===== src/rtl/note_pkg.sv =====
// Shared constants for the harmonic step generator: octave-1 step table and FSM states.
package note_pkg;
    localparam int DEF_INT_W  = 10;
    localparam int DEF_FRAC_W = 10;
    localparam int DEF_STEP_W = DEF_INT_W + DEF_FRAC_W;
    localparam int SEMIS      = 12;
    localparam int BASE_W     = 15;

    localparam logic [1:0] ST_IDLE = 2'd0;
    localparam logic [1:0] ST_DIV  = 2'd1;
    localparam logic [1:0] ST_EMIT = 2'd2;

    // Octave-1 Q10.10 steps, A through G#.
    function automatic logic [BASE_W-1:0] base_tbl(input logic [3:0] r);
        case (r)
            4'd0:    return 15'd9611;
            4'd1:    return 15'd10179;
            4'd2:    return 15'd10813;
            4'd3:    return 15'd11446;
            4'd4:    return 15'd12102;
            4'd5:    return 15'd12845;
            4'd6:    return 15'd13587;
            4'd7:    return 15'd14417;
            4'd8:    return 15'd15248;
            4'd9:    return 15'd16165;
            4'd10:   return 15'd17126;
            4'd11:   return 15'd18131;
            default: return '0;
        endcase
    endfunction
endpackage


===== src/rtl/note_divmod12.sv =====
// Sequential subtract-12 divider: splits (note-1) into semitone and octave, one step per cycle.
module note_divmod12
    import note_pkg::*;
#(
    parameter int ADDR_W = 6
) (
    input  logic              clk,
    input  logic              rst_n,
    input  logic              start,
    input  logic [ADDR_W-1:0] note,
    output logic [ADDR_W-1:0] rem,
    output logic [ADDR_W-1:0] oct,
    output logic              done
);
    logic run;

    assign done = run && (int'(rem) < SEMIS);

    always_ff @(posedge clk or negedge rst_n) begin
        if (!rst_n) begin
            rem <= '0;
            oct <= '0;
            run <= 1'b0;
        end else if (start) begin
            rem <= note - ADDR_W'(1);
            oct <= '0;
            run <= 1'b1;
        end else if (run) begin
            if (int'(rem) >= SEMIS) begin
                rem <= rem - ADDR_W'(SEMIS);
                oct <= oct + ADDR_W'(1);
            end else begin
                run <= 1'b0;
            end
        end
    end
endmodule


===== src/rtl/harmonic_step_gen.sv =====
// Streams the fundamental and harmonic phase steps for one note, one beat per output handshake.
module harmonic_step_gen
    import note_pkg::*;
#(
    parameter int INT_W  = 10,
    parameter int FRAC_W = 10,
    parameter int N_HARM = 4,
    parameter int ADDR_W = 6,
    parameter logic [INT_W+FRAC_W:0] MAX_STEP = {1'b0, {(INT_W+FRAC_W){1'b1}}},
    localparam int STEP_W = INT_W + FRAC_W,
    localparam int IW     = (N_HARM > 1) ? $clog2(N_HARM) : 1
) (
    input  logic              clk,
    input  logic              rst_n,
    input  logic              req_valid,
    output logic              req_ready,
    input  logic [ADDR_W-1:0] req_note,
    output logic              out_valid,
    input  logic              out_ready,
    output logic [STEP_W-1:0] out_step,
    output logic [IW-1:0]     out_idx,
    output logic              out_last,
    output logic              busy
);
    localparam int ACC_W = STEP_W + 1;
    localparam int WW    = ACC_W + BASE_W;
    localparam logic [ACC_W-1:0] ACC_MAX  = '1;
    localparam logic [IW-1:0]    LAST_IDX = IW'(N_HARM - 1);

    logic [1:0]        state;
    logic [ACC_W-1:0]  acc, base;
    logic              ovf;
    logic [ADDR_W-1:0] dv_rem, dv_oct;
    logic              dv_done, dv_start;

    assign req_ready = (state == ST_IDLE);
    assign busy      = (state != ST_IDLE);
    assign dv_start  = req_ready && req_valid && (req_note != '0);

    note_divmod12 #(.ADDR_W(ADDR_W)) u_div (
        .clk   (clk),
        .rst_n (rst_n),
        .start (dv_start),
        .note  (req_note),
        .rem   (dv_rem),
        .oct   (dv_oct),
        .done  (dv_done)
    );

    // Octave-scaled base, saturated so a huge shift cannot wrap under MAX_STEP.
    logic [WW-1:0]    shifted;
    logic [ACC_W-1:0] nb;
    always_comb begin
        shifted = WW'(base_tbl(4'(dv_rem))) << dv_oct;
        if (int'(dv_oct) >= ACC_W || shifted > WW'(ACC_MAX))
            nb = ACC_MAX;
        else
            nb = shifted[ACC_W-1:0];
    end

    logic [ACC_W:0]   sum_w;
    logic [ACC_W-1:0] nacc;
    logic             novf;
    always_comb begin
        sum_w = {1'b0, acc} + {1'b0, base};
        nacc  = sum_w[ACC_W] ? ACC_MAX : sum_w[ACC_W-1:0];
        novf  = ovf || (nacc > MAX_STEP);
    end

    always_ff @(posedge clk or negedge rst_n) begin
        if (!rst_n) begin
            state     <= ST_IDLE;
            acc       <= '0;
            base      <= '0;
            ovf       <= 1'b0;
            out_valid <= 1'b0;
            out_step  <= '0;
            out_idx   <= '0;
            out_last  <= 1'b0;
        end else begin
            case (state)
                ST_IDLE: if (req_valid) begin
                    if (req_note == '0) begin
                        state     <= ST_EMIT;
                        acc       <= '0;
                        base      <= '0;
                        ovf       <= 1'b0;
                        out_valid <= 1'b1;
                        out_step  <= '0;
                        out_idx   <= '0;
                        out_last  <= (LAST_IDX == '0);
                    end else begin
                        state <= ST_DIV;
                    end
                end
                ST_DIV: if (dv_done) begin
                    state     <= ST_EMIT;
                    base      <= nb;
                    acc       <= nb;
                    ovf       <= (nb > MAX_STEP);
                    out_valid <= 1'b1;
                    out_step  <= (nb > MAX_STEP) ? '0 : nb[STEP_W-1:0];
                    out_idx   <= '0;
                    out_last  <= (LAST_IDX == '0);
                end
                ST_EMIT: if (out_ready) begin
                    if (out_last) begin
                        state     <= ST_IDLE;
                        out_valid <= 1'b0;
                        out_idx   <= '0;
                        out_last  <= 1'b0;
                    end else begin
                        acc      <= nacc;
                        ovf      <= novf;
                        out_step <= novf ? '0 : nacc[STEP_W-1:0];
                        out_idx  <= out_idx + IW'(1);
                        out_last <= (out_idx + IW'(1) == LAST_IDX);
                    end
                end
                default: state <= ST_IDLE;
            endcase
        end
    end
endmodule

===== config.mk =====
export PLATFORM = sky130hd
export DESIGN_NAME = harmonic_step_gen
export DESIGN_NICKNAME = d
export VERILOG_FILES = /design/src/rtl/note_pkg.sv /design/src/rtl/note_divmod12.sv /design/src/rtl/harmonic_step_gen.sv
export SDC_FILE = /design/constraint.sdc
export NUM_CORES = 1
export LEC_CHECK = 0
export CORE_ASPECT_RATIO = 0.8
export CORE_MARGIN = 3
export CORE_UTILIZATION = 25
export DETAILED_ROUTE_END_ITERATION = 7
export PLACE_DENSITY = 0.37
export SLEW_MARGIN = 20
export SYNTH_ARGS = -nofsm -noshare
export SYNTH_HDL_FRONTEND = slang
export SYNTH_HIERARCHICAL = 1
export SYNTH_SLANG_ARGS = --single-unit
export TNS_END_PERCENT = 5

===== constraint.sdc =====
create_clock -name clk -period 3.8 [get_ports clk]
set_clock_uncertainty 0.05 [all_clocks]
set_input_delay 0.76 -clock clk [delete_from_list [all_inputs] [get_ports clk]]
set_output_delay 0.76 -clock clk [all_outputs]
set_load 0.01 [all_outputs]

==> results_dict.tcl, run 1 <==
set metrics [dict create \
    path_clk_slew_ps 70 \
    cts_sinks 82 \
    whs_ps 418.8 \
    synth.area.top_cells "dfrtp_1 31%, ha_1 6.9%, o21ai_0 4.8%" \
    fin_crit_sh_pct 97.81 \
    antenna_left 0 \
    grt_overflow 0 \
    fin_nets 903 \
    r2r_end "acc[4]" \
    cts_hold_buf 0 \
    leakagePower_nw 3.663 \
    sw_frac_of_total_pct 48.16 \
    maxCapViolCount 0 \
    cp_slowest_stage_delay_ps 450 \
    setup_viol 0 \
    synth-edff-count 0 \
    cp_cell_sequence "inv_1 -> ha_4 -> and3b_1 -> or3_4 -> a21oi_1 -> nor2_1 -> mux4_2 -> nand4b_1 -> o31a_1 -> buf_4 -> or3_1 -> a221o_1" \
    slew_viol_final 0 \
    dr.first_iter.drc_count 587 \
    start_util_pct 25.94 \
    p_clk_share_pct 12.6 \
    gp_congestion 0.8533 \
    power_density_nw_per_um2 926.5 \
    crit_arrival_ps 3890 \
    power.share.sequential_pct 18.7 \
    dr.pass1.iters 5 \
    synth_warnings 6 \
    numCtsBuffers 9 \
    slowest_stage "mux4_2" \
    wl_per_cell_um 20.31 \
    endpoint_kind "register" \
    route.detailed.drc 0 \
    yosysSeqAreaShare_pct 30.62 \
    die_area_um2 28820 \
    hpwlAfterDp_um 18620 \
    worst_hold_path_type "in -> async" \
    fill_cells 2741 \
    clk_latency_ps 350 \
    synth_nets 842 \
    finalCriticalPeriod_ps 3717 \
    num_io_pins 36 \
    instances_no_fill 1210 \
    worst_slew_pin_slew_ps 819.1 \
    rsz0062_at_grt "yes" \
    routed_via_density 5.438 \
    rr_worst_depth 12 \
    n_antenna_cell 0 \
    comb_power_share_pct 68.7 \
    synth_area_leader_cell "dfrtp_1" \
    synth_cell_types 79 \
    die_h_um 152.4 \
    cts_tree "yes" \
    cp_max_fo 5 \
    r2r_slack_ps 80 \
    status "finished, final reports clean" \
    async_flop_share_pct 100.0 \
    fmax_mhz 269.0 \
    p_sw_w 0.003641 \
    dpl.cell_count 1195 \
    die_w_um 189.1 \
    ir_worst_vdd_v 0.0003025 \
    crit_type "reg -> reg" \
    wirelength_um 24580 \
    rr_startpoint "u_div/rem[1]" \
    slew_headroom_pct 45.40 \
    vias 6580 \
    track_usage_pct 17.04 \
    antenna_found_initial 0 \
    syn2layout_area_growth_pct 21.79 \
    syn_inst 794 \
    cp-start-kind "register" \
    final_util_pct 31.60 \
    ys_ff_latch 82 \
    synth_ff_type "dfrtp_1" \
    placementRows 52 \
    grt_pass1_wl_um 38920 \
    grt_max_degree 57 \
    clockRootBuffer "clkbuf_16" \
    required_ps 3980 \
    port_buffers 35 \
    clockBufferDepth 2 \
    synth_top_area_share_pct 30.62 \
    syn_area_um2 6701 \
    cts_max_level 3 \
    hold_violations 0 \
    drive_above_1_share_pct 14.20 \
    p_int_w 0.003920 \
    core_area_um2 25830 \
    grt_pass1_vias 6406 \
    avgSynthCellArea_um2 8.440 \
]
[layer usage]
metal | vias up | GRT usage [%] | part of all wire (%) | routed length (um)
li1 | 3119 | - | - | -
met1 | 3284 | 27.17 | 53 | 13130
met2 | 169 | 24.30 | 41 | 10090
met3 | 8 | 2.622 | 5.0 | 1226
met4 | 0 | 2.552 | 0.57 | 140
met5 | - | 0 | 0 | 0
[synthesized netlist by cell type (6+ instances only)]
cell,number
nor3_1,23
a211oi_1,12
nor2_1,54
a22o_1,13
a21o_1,16
o211ai_1,18
o21ai_0,64
o31ai_1,9
a221o_1,13
nand2_1,73
nand3_1,30
ha_1,37
nand2b_1,11
xor2_1,10
mux2i_1,16
and3_1,8
dfrtp_1,82
nor2b_1,13
clkbuf_1,36
a31oi_1,9
a21oi_1,47
xnor2_1,9
inv_1,30
mux4_2,7
or3_1,9
a22oi_1,10
a31o_2,6
o21a_1,8
nand4_1,11
buf_2,6
[cells by family after synthesis]
logic type               share of synthesized area, %
AND/OR/NAND/NOR                                 19.57
XOR/XNOR                                        2.483
AO/OA/AOI/OAI                                   29.44
buffers and inverters                           5.097
multiplexers                                    5.582
adder cells (fa/ha/maj)                         7.207
flip-flops                                      30.62
[power groups by stage]
stage	sequential, W	clock, W	combinational (W)
4_1_cts	0.00142	0.000985	0.00511
3_3_place_gp	0.00143	0	0.00508
2_1_floorplan	0.00140	0	0.00320
3_5_place_dp	0.00143	0	0.00508
6_report	0.00141	0.000954	0.00520
5_1_grt	0.00146	0.00102	0.00568
[critical path: cells and delay by family, from the launching register on]
kind            cells  cell delay (ps)
simple gates        5             1280
compound gates      3              890
mux                 1              450
flops               1              390
buf+inv             2              310
fa+ha+maj           1              230
[cell type report]
cell class                 instances  area [um2]  area share (%)
multi-input combinational        629        4360           53.43
sequential                        82        2052           25.14
timing repair buffer             100       877.1           10.75
tap                              351       439.2           5.381
clock buffer                      11       232.7           2.851
inverter                          33       123.9           1.518
clock inverter                     4       76.32          0.9352
[cell usage in the layout (no fill, tap or decap), types with 5 or more instances in the layout]
master	count
a211oi_1	12
a21o_1	16
a21oi_1	46
a221o_1	13
a22o_1	13
a22oi_1	10
a31o_2	6
a31oi_1	9
and2_1	5
and3_1	8
buf_4	62
clkbuf_16	9
clkdlybuf4s50_1	34
dfrtp_1	82
ha_1	36
inv_1	30
mux2_2	5
mux2i_1	16
mux4_2	7
nand2_1	73
nand2b_1	11
nand3_1	30
nand4_1	11
nor2_1	53
nor2b_1	13
nor3_1	21
o211ai_1	18
o21a_1	8
o21ai_0	63
o221ai_1	5
o31a_1	5
o31ai_1	8
or3_1	9
or4_1	5
xnor2_1	9
xor2_1	10
[state kept, by name, summed over array words and instances, names as in the netlist]
register and flops:
u_div/oct 6, u_div/rem 6, out_valid 1, u_div/run 1
acc 21, state 2, base 21, ovf 1
out_last 1, out_step 20, out_idx 2
[metrics by stage]
stage                     TNS, ps  total power, W  instance area (um2)  setup slack [ps]
after floorplan                 0        0.004606                 6701             93.24
after global placement          0        0.006506                 7800             12.02
after detailed placement   -124.8        0.006504                 7800            -47.45
after CTS                       0        0.007506                 8109             31.39
after global routing       -307.2        0.008155                 8162            -83.43
final                           0        0.007561                 8162             83.10
[timing repair]
item / CTS / global route
endpoints found under the setup margin: 0 / 43
setup buffers: 0 / 0
resized for setup: 0 / 10
[how the worst max path moves through the flow]
stage            startpoint           end  slack, ps
2_1_floorplan  u_div/rem[2]        acc[4]         90
3_3_place_gp    req_note[3]   out_step[8]         10
3_5_place_dp    req_note[3]  out_step[12]        -50
4_1_cts        u_div/rem[1]       acc[16]         30
5_1_grt        u_div/rem[1]        acc[4]        -80
6_report       u_div/rem[1]        acc[4]         80
Power figures use the tool's default switching activity.
==> run 2: changes to the inputs <==
CAP_MARGIN = 10   (was not set)
==> results of run 2 <==
No change in the layout: final DEF, timing and power equal those of run 1.
